## src/rtl/score_text_overlay_if.sv

```systemverilog
// ============================================================================
//  score_text_overlay_if
//  Pixel, score and glyph-ROM signals of the Pong text-overlay front end.
//  Rev 1.0
// ============================================================================
`default_nettype none

interface score_text_overlay_if;
    logic [9:0] pixel_x;
    logic [9:0] pixel_y;
    logic       video_on;
    logic       frame_start;
    logic [6:0] score_left;
    logic [6:0] score_right;
    logic       score_valid;
    logic [1:0] msg_sel;
    logic       glyph_pixel;
    logic [5:0] char_index;
    logic [2:0] glyph_row;
    logic [2:0] glyph_column;
    logic       overlay_on;
    logic       busy;

    modport master (
        output pixel_x, pixel_y, video_on, frame_start,
        output score_left, score_right, score_valid, msg_sel, glyph_pixel,
        input  char_index, glyph_row, glyph_column, overlay_on, busy
    );

    modport slave (
        input  pixel_x, pixel_y, video_on, frame_start,
        input  score_left, score_right, score_valid, msg_sel, glyph_pixel,
        output char_index, glyph_row, glyph_column, overlay_on, busy
    );
endinterface

`default_nettype wire

```

## src/rtl/score_text_overlay.sv

```systemverilog
// ============================================================================
//  score_text_overlay
//  Maps VGA pixels to text cells for the glyph ROM and converts scores to BCD.
//  Optional macro MSG_BLINK_EN blinks the message line (32 frames on/off).
//  Rev 1.0
// ============================================================================
`default_nettype none

module score_text_overlay #(
    parameter int SCALE_LOG2 = 1,
    parameter int SCORE_ROW  = 1,
    parameter int SCORE_COL  = 16,
    parameter int MSG_ROW    = 14,
    parameter int MSG_COL    = 14
) (
    input  wire logic           clk,
    input  wire logic           rst_n,
    score_text_overlay_if.slave bus
);

    localparam logic [9:0] C_SCORE_ROW = 10'(SCORE_ROW);
    localparam logic [9:0] C_SCORE_COL = 10'(SCORE_COL);
    localparam logic [9:0] C_MSG_ROW   = 10'(MSG_ROW);
    localparam logic [9:0] C_MSG_COL   = 10'(MSG_COL);
    localparam logic [5:0] C_BLANK     = 6'd31;
    localparam logic [5:0] C_DIGIT0    = 6'd13;

    typedef enum logic [2:0] {
        S_IDLE, S_LOAD, S_SHIFT_L, S_SHIFT_R, S_WAIT_FRAME
    } state_t;

    state_t      r_state;
    logic [6:0]  r_cap_l, r_cap_r, r_pend_l, r_pend_r;
    logic        r_pending;
    logic [14:0] r_dd;
    logic [2:0]  r_cnt;
    logic [7:0]  r_shadow_l, r_shadow_r, r_disp_l, r_disp_r;
    logic        r_busy;
    logic        r_v1;

    logic [9:0]  w_cell_x, w_cell_y, w_dsx, w_dmx;
    logic [2:0]  w_off_x, w_off_y;
    logic [5:0]  w_char;
    logic [6:0]  w_sat_l, w_sat_r;
    logic [14:0] w_dd_next;
    logic        w_msg_show;

    // BCD nibbles live in [14:7], the binary operand shifts out of [6:0].
    function automatic logic [14:0] dd_step(input logic [14:0] v);
        logic [14:0] t;
        t = v;
        if (t[10:7] >= 4'd5)  t[10:7]  = t[10:7]  + 4'd3;
        if (t[14:11] >= 4'd5) t[14:11] = t[14:11] + 4'd3;
        return {t[13:0], 1'b0};
    endfunction

    function automatic logic [5:0] msg1_char(input logic [3:0] i);
        case (i)
            4'd0:    return 6'd0;
            4'd1:    return 6'd1;
            4'd2:    return 6'd2;
            4'd3,
            4'd4,
            4'd6:    return 6'd3;
            4'd7,
            4'd10:   return 6'd5;
            4'd8:    return 6'd4;
            4'd9:    return 6'd1;
            default: return C_BLANK;
        endcase
    endfunction

    function automatic logic [5:0] msg2_char(input logic [2:0] i);
        case (i)
            3'd0:    return 6'd0;
            3'd1:    return 6'd4;
            3'd2:    return 6'd8;
            3'd3:    return 6'd3;
            3'd4:    return 6'd2;
            default: return C_BLANK;
        endcase
    endfunction

    assign w_cell_x  = bus.pixel_x >> (3 + SCALE_LOG2);
    assign w_cell_y  = bus.pixel_y >> (3 + SCALE_LOG2);
    assign w_off_x   = 3'(bus.pixel_x >> SCALE_LOG2);
    assign w_off_y   = 3'(bus.pixel_y >> SCALE_LOG2);
    assign w_dsx     = w_cell_x - C_SCORE_COL;
    assign w_dmx     = w_cell_x - C_MSG_COL;
    assign w_sat_l   = (bus.score_left  > 7'd99) ? 7'd99 : bus.score_left;
    assign w_sat_r   = (bus.score_right > 7'd99) ? 7'd99 : bus.score_right;
    assign w_dd_next = dd_step(r_dd);
    assign bus.busy  = r_busy;

`ifdef MSG_BLINK_EN
    logic [5:0] r_blink;

    always_ff @(posedge clk or negedge rst_n) begin
        if (!rst_n)               r_blink <= 6'd0;
        else if (bus.frame_start) r_blink <= r_blink + 6'd1;
    end

    assign w_msg_show = ~r_blink[5];
`else
    assign w_msg_show = 1'b1;
`endif

    always_comb begin
        w_char = C_BLANK;
        if (bus.video_on) begin
            if (w_cell_y == C_SCORE_ROW && w_dsx < 10'd5) begin
                case (w_dsx[2:0])
                    3'd0:    w_char = C_DIGIT0 + {2'b00, r_disp_l[7:4]};
                    3'd1:    w_char = C_DIGIT0 + {2'b00, r_disp_l[3:0]};
                    3'd2:    w_char = 6'd12;
                    3'd3:    w_char = C_DIGIT0 + {2'b00, r_disp_r[7:4]};
                    default: w_char = C_DIGIT0 + {2'b00, r_disp_r[3:0]};
                endcase
            end else if (w_cell_y == C_MSG_ROW && w_msg_show) begin
                if (bus.msg_sel == 2'd1 && w_dmx < 10'd11)
                    w_char = msg1_char(w_dmx[3:0]);
                else if (bus.msg_sel == 2'd2 && w_dmx < 10'd5)
                    w_char = msg2_char(w_dmx[2:0]);
            end
        end
    end

    always_ff @(posedge clk or negedge rst_n) begin
        if (!rst_n) begin
            bus.char_index   <= C_BLANK;
            bus.glyph_row    <= 3'd0;
            bus.glyph_column <= 3'd0;
            bus.overlay_on   <= 1'b0;
            r_v1             <= 1'b0;
        end else begin
            bus.char_index   <= w_char;
            bus.glyph_row    <= w_off_y;
            bus.glyph_column <= w_off_x;
            r_v1             <= bus.video_on;
            bus.overlay_on   <= bus.glyph_pixel & r_v1;
        end
    end

    always_ff @(posedge clk or negedge rst_n) begin
        if (!rst_n) begin
            r_state    <= S_IDLE;
            r_cap_l    <= 7'd0;
            r_cap_r    <= 7'd0;
            r_pend_l   <= 7'd0;
            r_pend_r   <= 7'd0;
            r_pending  <= 1'b0;
            r_dd       <= 15'd0;
            r_cnt      <= 3'd0;
            r_shadow_l <= 8'd0;
            r_shadow_r <= 8'd0;
            r_disp_l   <= 8'd0;
            r_disp_r   <= 8'd0;
            r_busy     <= 1'b0;
        end else begin
            case (r_state)
                S_IDLE: begin
                    if (bus.score_valid) begin
                        r_cap_l <= w_sat_l;
                        r_cap_r <= w_sat_r;
                        r_busy  <= 1'b1;
                        r_state <= S_LOAD;
                    end
                end
                S_LOAD: begin
                    r_dd    <= {8'd0, r_cap_l};
                    r_cnt   <= 3'd0;
                    r_state <= S_SHIFT_L;
                end
                S_SHIFT_L: begin
                    r_cnt <= r_cnt + 3'd1;
                    r_dd  <= w_dd_next;
                    if (r_cnt == 3'd6) begin
                        r_shadow_l <= w_dd_next[14:7];
                        r_dd       <= {8'd0, r_cap_r};
                        r_cnt      <= 3'd0;
                        r_state    <= S_SHIFT_R;
                    end
                end
                S_SHIFT_R: begin
                    r_cnt <= r_cnt + 3'd1;
                    r_dd  <= w_dd_next;
                    if (r_cnt == 3'd6) begin
                        r_shadow_r <= w_dd_next[14:7];
                        r_state    <= S_WAIT_FRAME;
                    end
                end
                S_WAIT_FRAME: begin
                    if (bus.frame_start) begin
                        r_disp_l <= r_shadow_l;
                        r_disp_r <= r_shadow_r;
                        // A capture arriving with the commit supersedes any older pending one.
                        if (bus.score_valid) begin
                            r_cap_l <= w_sat_l;
                            r_cap_r <= w_sat_r;
                            r_state <= S_LOAD;
                        end else if (r_pending) begin
                            r_cap_l <= r_pend_l;
                            r_cap_r <= r_pend_r;
                            r_state <= S_LOAD;
                        end else begin
                            r_busy  <= 1'b0;
                            r_state <= S_IDLE;
                        end
                    end
                end
                default: begin
                    r_busy  <= 1'b0;
                    r_state <= S_IDLE;
                end
            endcase

            if (bus.score_valid && r_state != S_IDLE &&
                !(r_state == S_WAIT_FRAME && bus.frame_start)) begin
                r_pend_l  <= w_sat_l;
                r_pend_r  <= w_sat_r;
                r_pending <= 1'b1;
            end else if (r_state == S_WAIT_FRAME && bus.frame_start) begin
                r_pending <= 1'b0;
            end
        end
    end

endmodule

`default_nettype wire

```

## src/flat_wrapper.sv

```systemverilog
// flat-port wrapper written by rule: the top's interface ports become plain ports
module score_text_overlay_flat 
#(
    parameter int SCALE_LOG2 = 1,
    parameter int SCORE_ROW  = 1,
    parameter int SCORE_COL  = 16,
    parameter int MSG_ROW    = 14,
    parameter int MSG_COL    = 14
)
  (clk, rst_n, bus_pixel_x, bus_pixel_y, bus_video_on, bus_frame_start, bus_score_left, bus_score_right, bus_score_valid, bus_msg_sel, bus_glyph_pixel, bus_char_index, bus_glyph_row, bus_glyph_column, bus_overlay_on, bus_busy);
  score_text_overlay_if bus_i ();
  input  wire logic clk;
  input  wire logic rst_n;
  input wire logic [$bits(bus_i.pixel_x)-1:0] bus_pixel_x;
  input wire logic [$bits(bus_i.pixel_y)-1:0] bus_pixel_y;
  input wire logic [$bits(bus_i.video_on)-1:0] bus_video_on;
  input wire logic [$bits(bus_i.frame_start)-1:0] bus_frame_start;
  input wire logic [$bits(bus_i.score_left)-1:0] bus_score_left;
  input wire logic [$bits(bus_i.score_right)-1:0] bus_score_right;
  input wire logic [$bits(bus_i.score_valid)-1:0] bus_score_valid;
  input wire logic [$bits(bus_i.msg_sel)-1:0] bus_msg_sel;
  input wire logic [$bits(bus_i.glyph_pixel)-1:0] bus_glyph_pixel;
  output wire logic [$bits(bus_i.char_index)-1:0] bus_char_index;
  output wire logic [$bits(bus_i.glyph_row)-1:0] bus_glyph_row;
  output wire logic [$bits(bus_i.glyph_column)-1:0] bus_glyph_column;
  output wire logic [$bits(bus_i.overlay_on)-1:0] bus_overlay_on;
  output wire logic [$bits(bus_i.busy)-1:0] bus_busy;
  assign bus_i.pixel_x = bus_pixel_x;
  assign bus_i.pixel_y = bus_pixel_y;
  assign bus_i.video_on = bus_video_on;
  assign bus_i.frame_start = bus_frame_start;
  assign bus_i.score_left = bus_score_left;
  assign bus_i.score_right = bus_score_right;
  assign bus_i.score_valid = bus_score_valid;
  assign bus_i.msg_sel = bus_msg_sel;
  assign bus_i.glyph_pixel = bus_glyph_pixel;
  assign bus_char_index = bus_i.char_index;
  assign bus_glyph_row = bus_i.glyph_row;
  assign bus_glyph_column = bus_i.glyph_column;
  assign bus_overlay_on = bus_i.overlay_on;
  assign bus_busy = bus_i.busy;
  score_text_overlay #(.SCALE_LOG2(SCALE_LOG2), .SCORE_ROW(SCORE_ROW), .SCORE_COL(SCORE_COL), .MSG_ROW(MSG_ROW), .MSG_COL(MSG_COL)) u_core (.clk(clk), .rst_n(rst_n), .bus(bus_i));
endmodule
```

## config.mk

```make
export PLATFORM = sky130hd
export DESIGN_NAME = score_text_overlay_flat
export DESIGN_NICKNAME = d
export VERILOG_FILES = /design/src/rtl/score_text_overlay_if.sv /design/src/rtl/score_text_overlay.sv /design/src/flat_wrapper.sv
export SDC_FILE = /design/constraint.sdc
export NUM_CORES = 1
export LEC_CHECK = 0
export ABC_AREA = 1
export CAP_MARGIN = 20
export CELL_PAD_IN_SITES_DETAIL_PLACEMENT = 1
export CELL_PAD_IN_SITES_GLOBAL_PLACEMENT = 1
export CORE_AREA = 2 2 140 142
export CTS_CLUSTER_DIAMETER = 200
export DETAILED_ROUTE_END_ITERATION = 8
export DIE_AREA = 0 0 142 144
export PLACE_DENSITY = 0.51
export SLEW_MARGIN = 20
export SYNTH_ARGS = -nofsm -noshare
export SYNTH_HDL_FRONTEND = slang
export SYNTH_SLANG_ARGS = --single-unit
```

## constraint.sdc

```tcl
create_clock -name clk -period 2.75 [get_ports clk]
set_input_delay 0.6875 -clock clk [delete_from_list [all_inputs] [get_ports clk]]
set_output_delay 0.6875 -clock clk [all_outputs]
set_load 0.1 [all_outputs]
```

* Word level (Yosys, flattened, before mapping)
Memories as Yosys holds them, arrays and structs flattened.
Index checks and enable logic that the tools add are counted.
** Word-level totals
- Register bits :: 97
- Bits in latches :: 0
- Bits in writable memories :: 0
- Memory bits (read-only) :: 80
- Input port bits :: 42
- Memories :: 1
** Memory list
- (no name shown) :: words 16, bits a word 5, read ports 1, clocked after memory_dff 0, write ports 0, RTL line score_text_overlay.sv:58 : case (i)
** Operators by class
- Add/subtract/negate cells :: 9
- $mul :: 0
- Div/mod/pow operators :: 0
- Order comparisons :: 7
- Equal/unequal tests :: 23
- Shifts and indexed selects :: 0
- Muxes and demuxes :: 39
- Bitwise gates (word level) :: 2
- Reduce and logical (&&, ||, !) cells :: 21
** Operator list (count)
- $mux W7 :: 10
- $pmux W15 S3 :: 1
- $mux W6 :: 5
- $pmux W7 S2 :: 2
- $pmux W5 S5 :: 1
- $pmux W6 S4 :: 1
- $mux W3 :: 7
- $add A4 B4 Y5 const A :: 4
- $lt A10 B3 Y1 const B :: 2
- $eq A3 B2 Y1 const B :: 6
- $mux W15 :: 1
- $pmux W3 S5 :: 1
- $gt A7 B7 Y1 const B :: 2
- $lt A10 B4 Y1 const B :: 1
- $eq A3 B1 Y1 const B :: 3
- $eq A3 B3 Y1 const B :: 3
- $logic_not A3 Y1 :: 3
- $pmux W3 S3 :: 1
- $ge A4 B3 Y1 const B :: 2
- $ne A2 B2 Y1 const B :: 4
- $reduce_and A4 Y1 :: 2
- $mux W1 :: 7
- $sub A6 B4 Y7 const B :: 1
- $sub A6 B5 Y7 const B :: 1
- 20 further kinds :: 30

* Longest topological paths before layout
Gate-level depths: netlist of run 1.
- Depth after elaboration :: 8
- Gate-level depth with buffers :: 14
- Mapped depth without buffers :: 13

* Least setup slack after synthesis of run 1
No wires, ideal clock.
- Kind :: in2reg
- Start point :: in bus_pixel_x[4]
- End point :: reg u_core.bus.char_index[4]
- Data arrival time :: 2.002 ns
- Data required time :: 2.664 ns
- Setup slack :: 0.662 ns
- Stages :: 13
- Path through :: buf_6 -> inv_1 -> nand2_1 -> nand2_1 -> inv_1 -> or2_2 -> nand2_1 -> inv_1 -> ha_1 -> inv_1 -> nand2_1 -> o21ai_0 -> nand3_1
** On the way
- Word-level cells in the longest chain between the ends :: 8
** RTL lines
- from (decl) :: RTL line flat_wrapper.sv:14 : input wire logic [$bits(bus_i.pixel_x)-1:0] bus_pixel_x;
- $sub A6 B4 Y7 :: RTL line score_text_overlay.sv:89 : assign w_dmx = w_cell_x - C_MSG_COL;
- $lt A10 B3 Y1 (tied with other cells) :: RTL line score_text_overlay.sv:122 : else if (bus.msg_sel == 2'd2 && w_dmx < 10'd5)
- $logic_and A1 B1 Y1 / $pmux W5 S5 (equally long branches) :: RTL line score_text_overlay.sv:122, score_text_overlay.sv:74
- $mux W6 :: RTL line score_text_overlay.sv:122
- $mux W6 :: RTL line score_text_overlay.sv:120 : if (bus.msg_sel == 2'd1 && w_dmx < 10'd11)
- $mux W6 :: RTL line score_text_overlay.sv:119 : end else if (w_cell_y == C_MSG_ROW && w_msg_show) begin
- $mux W6 * :: RTL line score_text_overlay.sv:111 : if (w_cell_y == C_SCORE_ROW && w_dsx < 10'd5) begin
- $mux W6 * :: RTL line score_text_overlay.sv:110 : if (bus.video_on) begin
- via u_core.w_char[4] :: RTL line score_text_overlay.sv:43 : logic [5:0] w_char;
- to (signal assigned) :: RTL line score_text_overlay.sv:136 : bus.char_index <= w_char;
- to (decl) :: RTL line score_text_overlay_if.sv:33 : output char_index, glyph_row, glyph_column, overlay_on, busy
The timed path passes the listed nets; every way through them passes the cells marked *.
A chain may end at the register's enable or synchronous reset.

* Worst setup path in the final report of run 1
- Start point :: in bus_pixel_x[5]
- End point :: reg u_core.bus.char_index[2]
The elaborated chain is that of the path after synthesis.

==> metrics.cfg, run 1 <==
[run_status]
status = completed

[worst_setup_path]
cp_slowest_stage_delay_ps = 650
worstPathCellList = clkdlybuf4s50_1, ha_1, nand2_1, nand2_1, inv_1, a21oi_1, nand2_2, nand2_1, nand2_1, o21ai_1, nand3_1
path_buf_inv = 2
crit_arrival_ps = 2610
crit_cells = 11
path_class = in2reg
reg2reg_slack_ps = 780
crit_path_end = u_core.bus.char_index[2]
rr_worst_depth = 6
cp_slowest_cell = clkdlybuf4s50_1
end_kind = flip-flop
cp_common_cell = nand2_1
r2r_end = u_core.r_cnt[2]
crit_path_start_kind = input pin
worstPathRequired_ps = 3020
crit_start = bus_pixel_x[5]
crit_family = buffers and inverters
r2r_start = u_core.r_state[1]
cp_max_fo = 8

[clock_tree]
cts_root_buffer = clkbuf_16
clk-insertion-delay-late_ps = 350
cts_inserted_buffers = 9
numClockSinks = 96
clk_pin_slew_ps = 60
cts_htree_levels = 3
cts_setup_buffers = 0
clockBufferDepth = 2
post_cts_resized = 0
cts_tree = built
hold_buffers = 0

[cells_and_area]
nets = 696
final_common_cell = nand2_1
diodes = 0
drive_gt1_frac = 0.117
design_area_um2 = 5820
fill_cells = 2274
area_delta_synth_final_pct = 24.4
layout_common_cells = nand2_1 (169), dfrtp_1 (91), o21ai_0 (76)

[die]
fp-row-count = 51
die_w_um = 142
die_area_um2 = 20400
core_um2 = 19100
die_y_um = 144
num_io_pins = 56
start_util = 0.245

[worst_hold_path]
hold_class = in2async

[sta]
final.setup_skew_ps = 7.52
tightest_slew_ps = 819
hold_viol = 0
grt_setup_unrepaired = false
layout_min_cycle_time_ps = 2340
fin_tns_setup_ps = 0
slew_headroom = 0.453
setup_viol = 0
post-route-period-util = 0.852
max_clock_freq_mhz = 427
maxSlewViolCount = 0

[global_route]
grt_pass1_vias = 4199
grt_max_degree = 48
grt_overflow = 0
antenna_found_initial = 0
grt_pass1_wl_mm = 20.6
grt_use_total = 0.127

[place]
numPortBuffers = 52
placed_area_um2 = 5520
dp_hpwl_mm = 9.12
gp_congestion = 0.760

[yosys]
synth_warnings = 0
synth_area_um2 = 4680
synth_seq_cells = 96
avgSynthCellArea_um2 = 8.07
async_flop_share = 1.00
synth_cell_types = 34
syn_inst = 580
synthTopCellsByArea = dfrtp_1 (49%), nand2_1 (14%), o21ai_0 (8.1%)
synthesis.nets = 630
yosys.area.top_type = dfrtp_1
ys.flop_type = dfrtp_1
ys_seq_area_frac = 0.515
synth_edf_count = 0
synth_top_area_frac = 0.487

[routing]
final_antenna_net_count = 0
via_per_inst = 4.45
vias = 3959
drtIter0Drc = 120
routed_wl_mm = 12.0
dr.pass1.iters = 4
avgRoutedWirePerCell_um = 13.5
drc = 0

[power_and_ir_drop]
leakage_nw = 2.88
ir_drop_uv = 330
powerDensity_nw_per_um2 = 838
power_mw = 4.88

[run]
cap_violations = 0

through the flow:
stage | utilization | cells | hold slack [ps] | setup WS [ps]
5_1_grt | 0.305 | 889 | 282 | 194
3_3_place_gp | 0.289 | 873 | 427 | 47.0
3_5_place_dp | 0.289 | 873 | 429 | 15.4
6_report | 0.305 | 889 | 261 | 406
2_1_floorplan | - | 580 | 392 | 662
4_1_cts | 0.305 | 889 | 259 | 400
worst min path at each step:
stage / from / to / slack [ps] / depth (start not counted)
final: rst_n / u_core.r_cap_r[6] / 260 / 1
after global routing: rst_n / u_core.r_pend_r[6] / 280 / 1
after CTS: rst_n / u_core.r_pend_l[6] / 260 / 1
after detailed placement: u_core.r_v1 / u_core.bus.overlay_on / 430 / 2
after global placement: u_core.r_v1 / u_core.bus.overlay_on / 430 / 2
after floorplan: rst_n / u_core.bus.busy / 390 / 0
cell usage after synthesis, types with 2 or more instances:
library cell / n
a21oi_1: 24
buf_2: 4
buf_4: 3
buf_6: 4
clkbuf_1: 5
dfrtp_1: 91
dfstp_2: 5
ha_1: 8
inv_1: 72
inv_2: 3
nand2_1: 169
nand2_2: 2
nand3_1: 19
nand4_1: 5
nor2_1: 38
nor3_1: 4
o211ai_1: 2
o21ai_0: 76
o21ai_2: 5
o22ai_1: 20
or2_2: 6
xor2_1: 3
report_power, final:
part / switching [mW] / internal [mW] / leakage (nW)
Combinational: 1.01 / 0.532 / 1.52
Clock: 0.554 / 0.752 / 0.148
Sequential: 0.210 / 1.83 / 1.21
flip-flops by register name, indices dropped and copies added, names as in the netlist, 7 cells and up:
| signal | count |
|---|---|
| u_core.r_cap_l | 7 |
| u_core.r_cap_r | 7 |
| u_core.r_dd | 15 |
| u_core.r_disp_l | 8 |
| u_core.r_disp_r | 8 |
| u_core.r_pend_l | 7 |
| u_core.r_pend_r | 7 |
| u_core.r_shadow_l | 8 |
| u_core.r_shadow_r | 8 |
metal layers:
metal	track usage	routed length, um	vias to the layer above
li1	-	-	1990
met1	0.154	5530	1914
met2	0.223	5960	41
met3	0.0275	338	14
met4	0.0463	195	0
met5	0	0	-
logic make-up after synthesis:
| family | after synthesis | synth area share |
|---|---|---|
| adder cells (fa/ha/maj) | 8 | 0.0214 |
| flip-flops | 96 | 0.515 |
| other | 1 | 0.000801 |
| AO/OA/AOI/OAI | 130 | 0.151 |
| XOR/XNOR | 3 | 0.00562 |
| buffers and inverters | 93 | 0.0850 |
| AND/OR/NAND/NOR | 249 | 0.222 |
worst register-to-register path: cells and delay by family (launching register included):
family | cells | cell delay, ps
buf+inv | 1 | 610
flops | 1 | 530
xor+xnor | 1 | 160
simple gates | 3 | 450
compound gates | 1 | 50
area by class of cell:
type                    count  area (um2)  share of cell area
clock buffers              11         253              0.0434
clock inverters             5        55.1             0.00945
inverters                  76         288              0.0494
multi-input cells         391        1870               0.322
flip-flops and latches     96        2410               0.414
well taps                 238         298              0.0511
repair buffers             72         648               0.111
Note: power is estimated with default switching activity, not from simulation.
==> run 2: changes to the inputs <==
- CORE_AREA: 2 2 140 142 -> 2 2 119 121
- DIE_AREA: 0 0 142 144 -> 0 0 121 123
- PLACE_DENSITY: 0.51 -> 0.67
==> run 2 against run 1 <==
Die area is 27% lower; power increased by 2.7%; clock power up 9.9%; worst setup slack gained 30 ps; clock-buffer cell count did not move.
==> metrics.cfg, run 2 (synthesized netlist as in run 1, its figures left out) <==
[sta]
hold_viol = 0
post-route-period-util = 0.841
fin_tns_setup_ps = 0
grt_setup_unrepaired = false
tightest_slew_ps = 796
maxSlewViolCount = 0
final.setup_skew_ps = 7.40
setup_viol = 0
slew_headroom = 0.469
layout_min_cycle_time_ps = 2310
max_clock_freq_mhz = 432

[routing]
drtIter0Drc = 164
final_antenna_net_count = 0
avgRoutedWirePerCell_um = 13.8
via_per_inst = 4.78
dr.pass1.iters = 4
vias = 3965
routed_wl_mm = 11.4
drc = 0

[worst_hold_path]
hold_class = in2async

[global_route]
grt_use_total = 0.166
grt_pass1_wl_mm = 19.7
grt_overflow = 0
antenna_found_initial = 0
grt_pass1_vias = 4225
grt_max_degree = 48

[worst_setup_path]
cp_common_cell = nand2_1
worstPathRequired_ps = 3020
cp_max_fo = 8
crit_path_start_kind = input pin
crit_arrival_ps = 2580
path_class = in2reg
cp_slowest_cell = clkdlybuf4s50_1
worstPathCellList = clkdlybuf4s50_1, buf_4, inv_1, nand2_1, nor2_1, nand2_1, nand3_1, nand2_1, inv_1, ha_1, inv_1, nand2_1, nand2_1, o21ai_0, nand3_1
path_buf_inv = 5
crit_family = buffers and inverters
end_kind = flip-flop
cp_slowest_stage_delay_ps = 490

[clock_tree]
cts_root_buffer = clkbuf_16
cts_tree = built
cts_setup_buffers = 0
cts_htree_levels = 3
numClockSinks = 96
clockBufferDepth = 2
clk-insertion-delay-late_ps = 350
post_cts_resized = 0
hold_buffers = 0
clk_pin_slew_ps = 60
cts_inserted_buffers = 9

[place]
dp.cells = 813
numPortBuffers = 52
dp_hpwl_mm = 8.59
gp_congestion = 0.794

[power_and_ir_drop]
leakage_nw = 2.89
combPwrFrac = 0.305
p_int_mw = 3.27
pwr-share-clk = 0.287
ir_drop_uv = 414
switching_share = 0.347
p_switching_mw = 1.74
p_seq_frac = 0.408
powerDensity_nw_per_um2 = 868

[die]
die_area_um2 = 14900
start_util = 0.344
num_io_pins = 56
fp-row-count = 43
core_um2 = 13600
die_w_um = 121
die_y_um = 123

[cells_and_area]
final_common_cell = nand2_1
drive_gt1_frac = 0.112
area_delta_synth_final_pct = 23.4
nets = 694
top_register = u_core.r_dd
layout_common_cells = nand2_1 (169), dfrtp_1 (91), o21ai_0 (76)
diodes = 0
fill_cells = 1607
utilization = 0.424
fin_cells = 829
multi_input_area_um2 = 1870
register_area_um2 = 2410
largest_reg_flops = 15

[run]
cap_violations = 0

[run_status]
status = completed

==> run 2: changes by cell type in the layout (fill, tap and decap cells not counted), sizes merged <==
cell	change
buf	-2
clkinvlp	-2
bufinv	+2
==> run 2: per-layer routing <==
layer	up-vias	GRT usage	routed length [um]
met5	-	0	0
met2	46	0.300	5790
li1	1983	-	-
met3	12	0.0272	317
met1	1924	0.200	5140
met4	0	0.0589	170
==> run 2: final cells by class <==
class,instances,share of cell area
tap,180,0.0390
inverter,76,0.0498
timing repair buffer,70,0.110
clock inverter,5,0.0180
clock buffer,11,0.0420
multi-input combinational,391,0.324
sequential,96,0.417
==> run 2: path summary, 6_finish.rpt <==
check	start	to	slack (ps)	cells after the start
setup / recovery	bus_pixel_x[5]	u_core.bus.char_index[2]	440	15
hold / removal	rst_n	u_core.r_pend_r[5]	360	1
hold reg to reg	u_core.r_v1	u_core.bus.overlay_on	430	2
max in group asynchronous	rst_n	u_core.r_disp_l[3]	1670	2
min in group clk	u_core.r_v1	u_core.bus.overlay_on	430	2
setup reg to reg	u_core.r_state[1]	u_core.r_pend_r[2]	730	9
==> run 2: worst reg2reg max path: cells and delay by family (launching register included) <==
kind	cells	cell delay (ps)
buffers and inverters	3	390
and+or+nand+nor	5	960
AOI/OAI and AO/OA	1	50
DFF	1	500
==> run 2: per-stage QoR <==
stage | power (mW) | worst slack, ps | instance area, um2 | hold slack (ps)
finish | 5.01 | 436 | 5770 | 364
global placement | 3.51 | 118 | 5430 | 414
detailed placement | 3.60 | 74.1 | 5430 | 422
CTS | 5.08 | 434 | 5770 | 386
global route | 5.41 | 171 | 5770 | 405
floorplan | 3.13 | 662 | 4680 | 392
==> run 2: power by group through the flow <==
stage	sequential [mW]	combinational [mW]	clock, mW
floorplan	2.07	1.06	0
global placement	2.05	1.46	0
detailed placement	2.07	1.53	0
CTS	2.05	1.56	1.47
global route	2.09	1.79	1.53
finish	2.04	1.53	1.44
==> run 3: changes to the inputs <==
- PLACE_DENSITY: 0.67 -> 0.7
- clock period: 2.75 -> 1.95 ns (I/O delays scaled with it)
==> run 3 against run 2 <==
Wire length increased by 4.4%; sequential power is 41% higher; register-to-register slack worse by 520 ps; combinational power grew 57%; critical path depth is 5 lower; clock skew about the same; first-iteration DRC count up 16%; final area is 6.2% higher; largest cell class unchanged; largest power group unchanged; highest routed layer unchanged.
==> metrics.cfg, run 3 (synthesized netlist as in run 1, its figures left out) <==
[die]
start_util = 0.344
die_w_um = 121
core_um2 = 13600
die_area_um2 = 14900
die_y_um = 123
num_io_pins = 56
fp-row-count = 43

[worst_setup_path]
path_class = in2reg
crit_arrival_ps = 2060
crit_path_start_kind = input pin
r2r_start = u_core.r_dd[7]
worstPathRequired_ps = 2250
end_kind = flip-flop
crit_start = bus_pixel_y[7]
cp_max_fo = 4
reg2reg_slack_ps = 210

[cells_and_area]
final_common_cell = nand2_1
layout_common_cells = nand2_1 (165), dfrtp_1 (91), o21ai_0 (74)
drive_gt1_frac = 0.156
diodes = 0
top_register = u_core.r_dd
largest_reg_flops = 15
design_area_um2 = 6130
nets = 720
area_delta_synth_final_pct = 31.0

[sta]
hold_viol = 0
tightest_slew_ps = 510
max_clock_freq_mhz = 567
grt_setup_unrepaired = false
finalWorstSetupSlack_ps = 186
slew_headroom = 0.657
maxSlewViolCount = 0
setup_viol = 0
final.setup_skew_ps = 6.92
layout_min_cycle_time_ps = 1760
post-route-period-util = 0.904

[clock_tree]
clockBufferDepth = 2
clk_pin_slew_ps = 70
cts_setup_buffers = 0
cts_root_buffer = clkbuf_16
clk-insertion-delay-late_ps = 350
hold_buffers = 0
cts_htree_levels = 3
numClockSinks = 96
cts_tree = built
cts_inserted_buffers = 9

[power_and_ir_drop]
ir_drop_uv = 654
leakage_nw = 3.09
powerDensity_nw_per_um2 = 1150

[global_route]
use_met1 = 0.202
grt_overflow = 0
top_usage_layer = met2
met2_usage = 0.325
grt_pass1_vias = 4538
antenna_found_initial = 0
grt_max_degree = 60
grt_use_total = 0.177
grt_pass1_wl_mm = 21.0
gr-usage-met3 = 0.0291

[routing]
final_antenna_net_count = 0
routed_wl_mm = 11.9
drtIter0Drc = 191
drc = 0
dr.pass1.iters = 4
avgRoutedWirePerCell_um = 13.9
vias = 4102
via_per_inst = 4.80

[place]
placed_area_um2 = 5800
dp_hpwl_mm = 9.14
gp_congestion = 0.828
numPortBuffers = 52
dp_slack_ps = -484

[run_status]
status = completed

[worst_hold_path]
hold_class = in2async

[run]
cap_violations = 0

-- run 3: cell count changes in the layout (fill, tap and decap cells not counted), moves of 2 or more --
cell / previous run / this run
nand2_1: 169 / 165
clkdlybuf4s50_1: 38 / 34
dlymetal6s2s_1: 0 / 2
buf_12: 1 / 15
buf_4: 31 / 41
bufinv_16: 3 / 1
o21ai_1: 1 / 3
buf_6: 0 / 2
nand2_2: 2 / 6
o21ai_0: 76 / 74
-- run 3: final timing paths --
path	to	depth (start not counted)
worst max-delay path	u_core.bus.char_index[1]	10
worst min-delay path	u_core.r_pend_l[5]	1
worst max register to register	u_core.r_shadow_r[2]	7
worst min register to register	u_core.bus.overlay_on	2
max in group asynchronous	u_core.bus.char_index[3]	2
min in group clk	u_core.bus.overlay_on	2
-- run 3: where the power goes --
part / switching [mW] / total [mW] / internal [mW]
sequential: 0.293 / 2.87 / 2.58
clock: 0.751 / 1.78 / 1.03
combinational: 1.49 / 2.40 / 0.911
-- run 3: layer usage --
metal,vias up,part of all wire
li1,2039,-
met1,1981,0.43
met2,60,0.52
met3,22,0.032
met4,0,0.024
met5,-,0
-- run 3: area by class of cell --
type | instances | area, um2
timing repair buffer | 96 | 1010
clock inverter | 5 | 56.3
inverter | 76 | 288
fill | 1650 | 7480
multi-input combinational | 391 | 1900
clock buffer | 11 | 243
sequential | 96 | 2410
tap | 180 | 225
-- run 3: timing repair --
item	in CTS	in global routing
resized for setup	8	8
setup endpoints to repair	5	5
pin swaps	0	1
-- run 3: through the flow --
| step | cells | power, mW | setup TNS (ps) | hold WS, ps | utilization |
|---|---|---|---|---|---|
| after floorplan | 580 | 4.41 | 0 | 192 | - |
| after global placement | 839 | 5.12 | -1750 | 390 | 0.426 |
| after detailed placement | 839 | 5.31 | -2120 | 388 | 0.426 |
| after CTS | 855 | 7.14 | 0 | 8.70 | 0.449 |
| after global routing | 855 | 7.61 | 0 | 9.89 | 0.450 |
| final | 855 | 7.05 | 0 | 8.85 | 0.450 |
-- run 3: worst max-delay path, cell delays in order --
cell and delay, ps:
clkdlybuf4s50_1 440, nor2_1 110, nand3_1 70, nor3_1 220, o211ai_1 260, nor2_1 220, nand2_1 80, nand2_1 70
inv_1 40, nand2_1 60
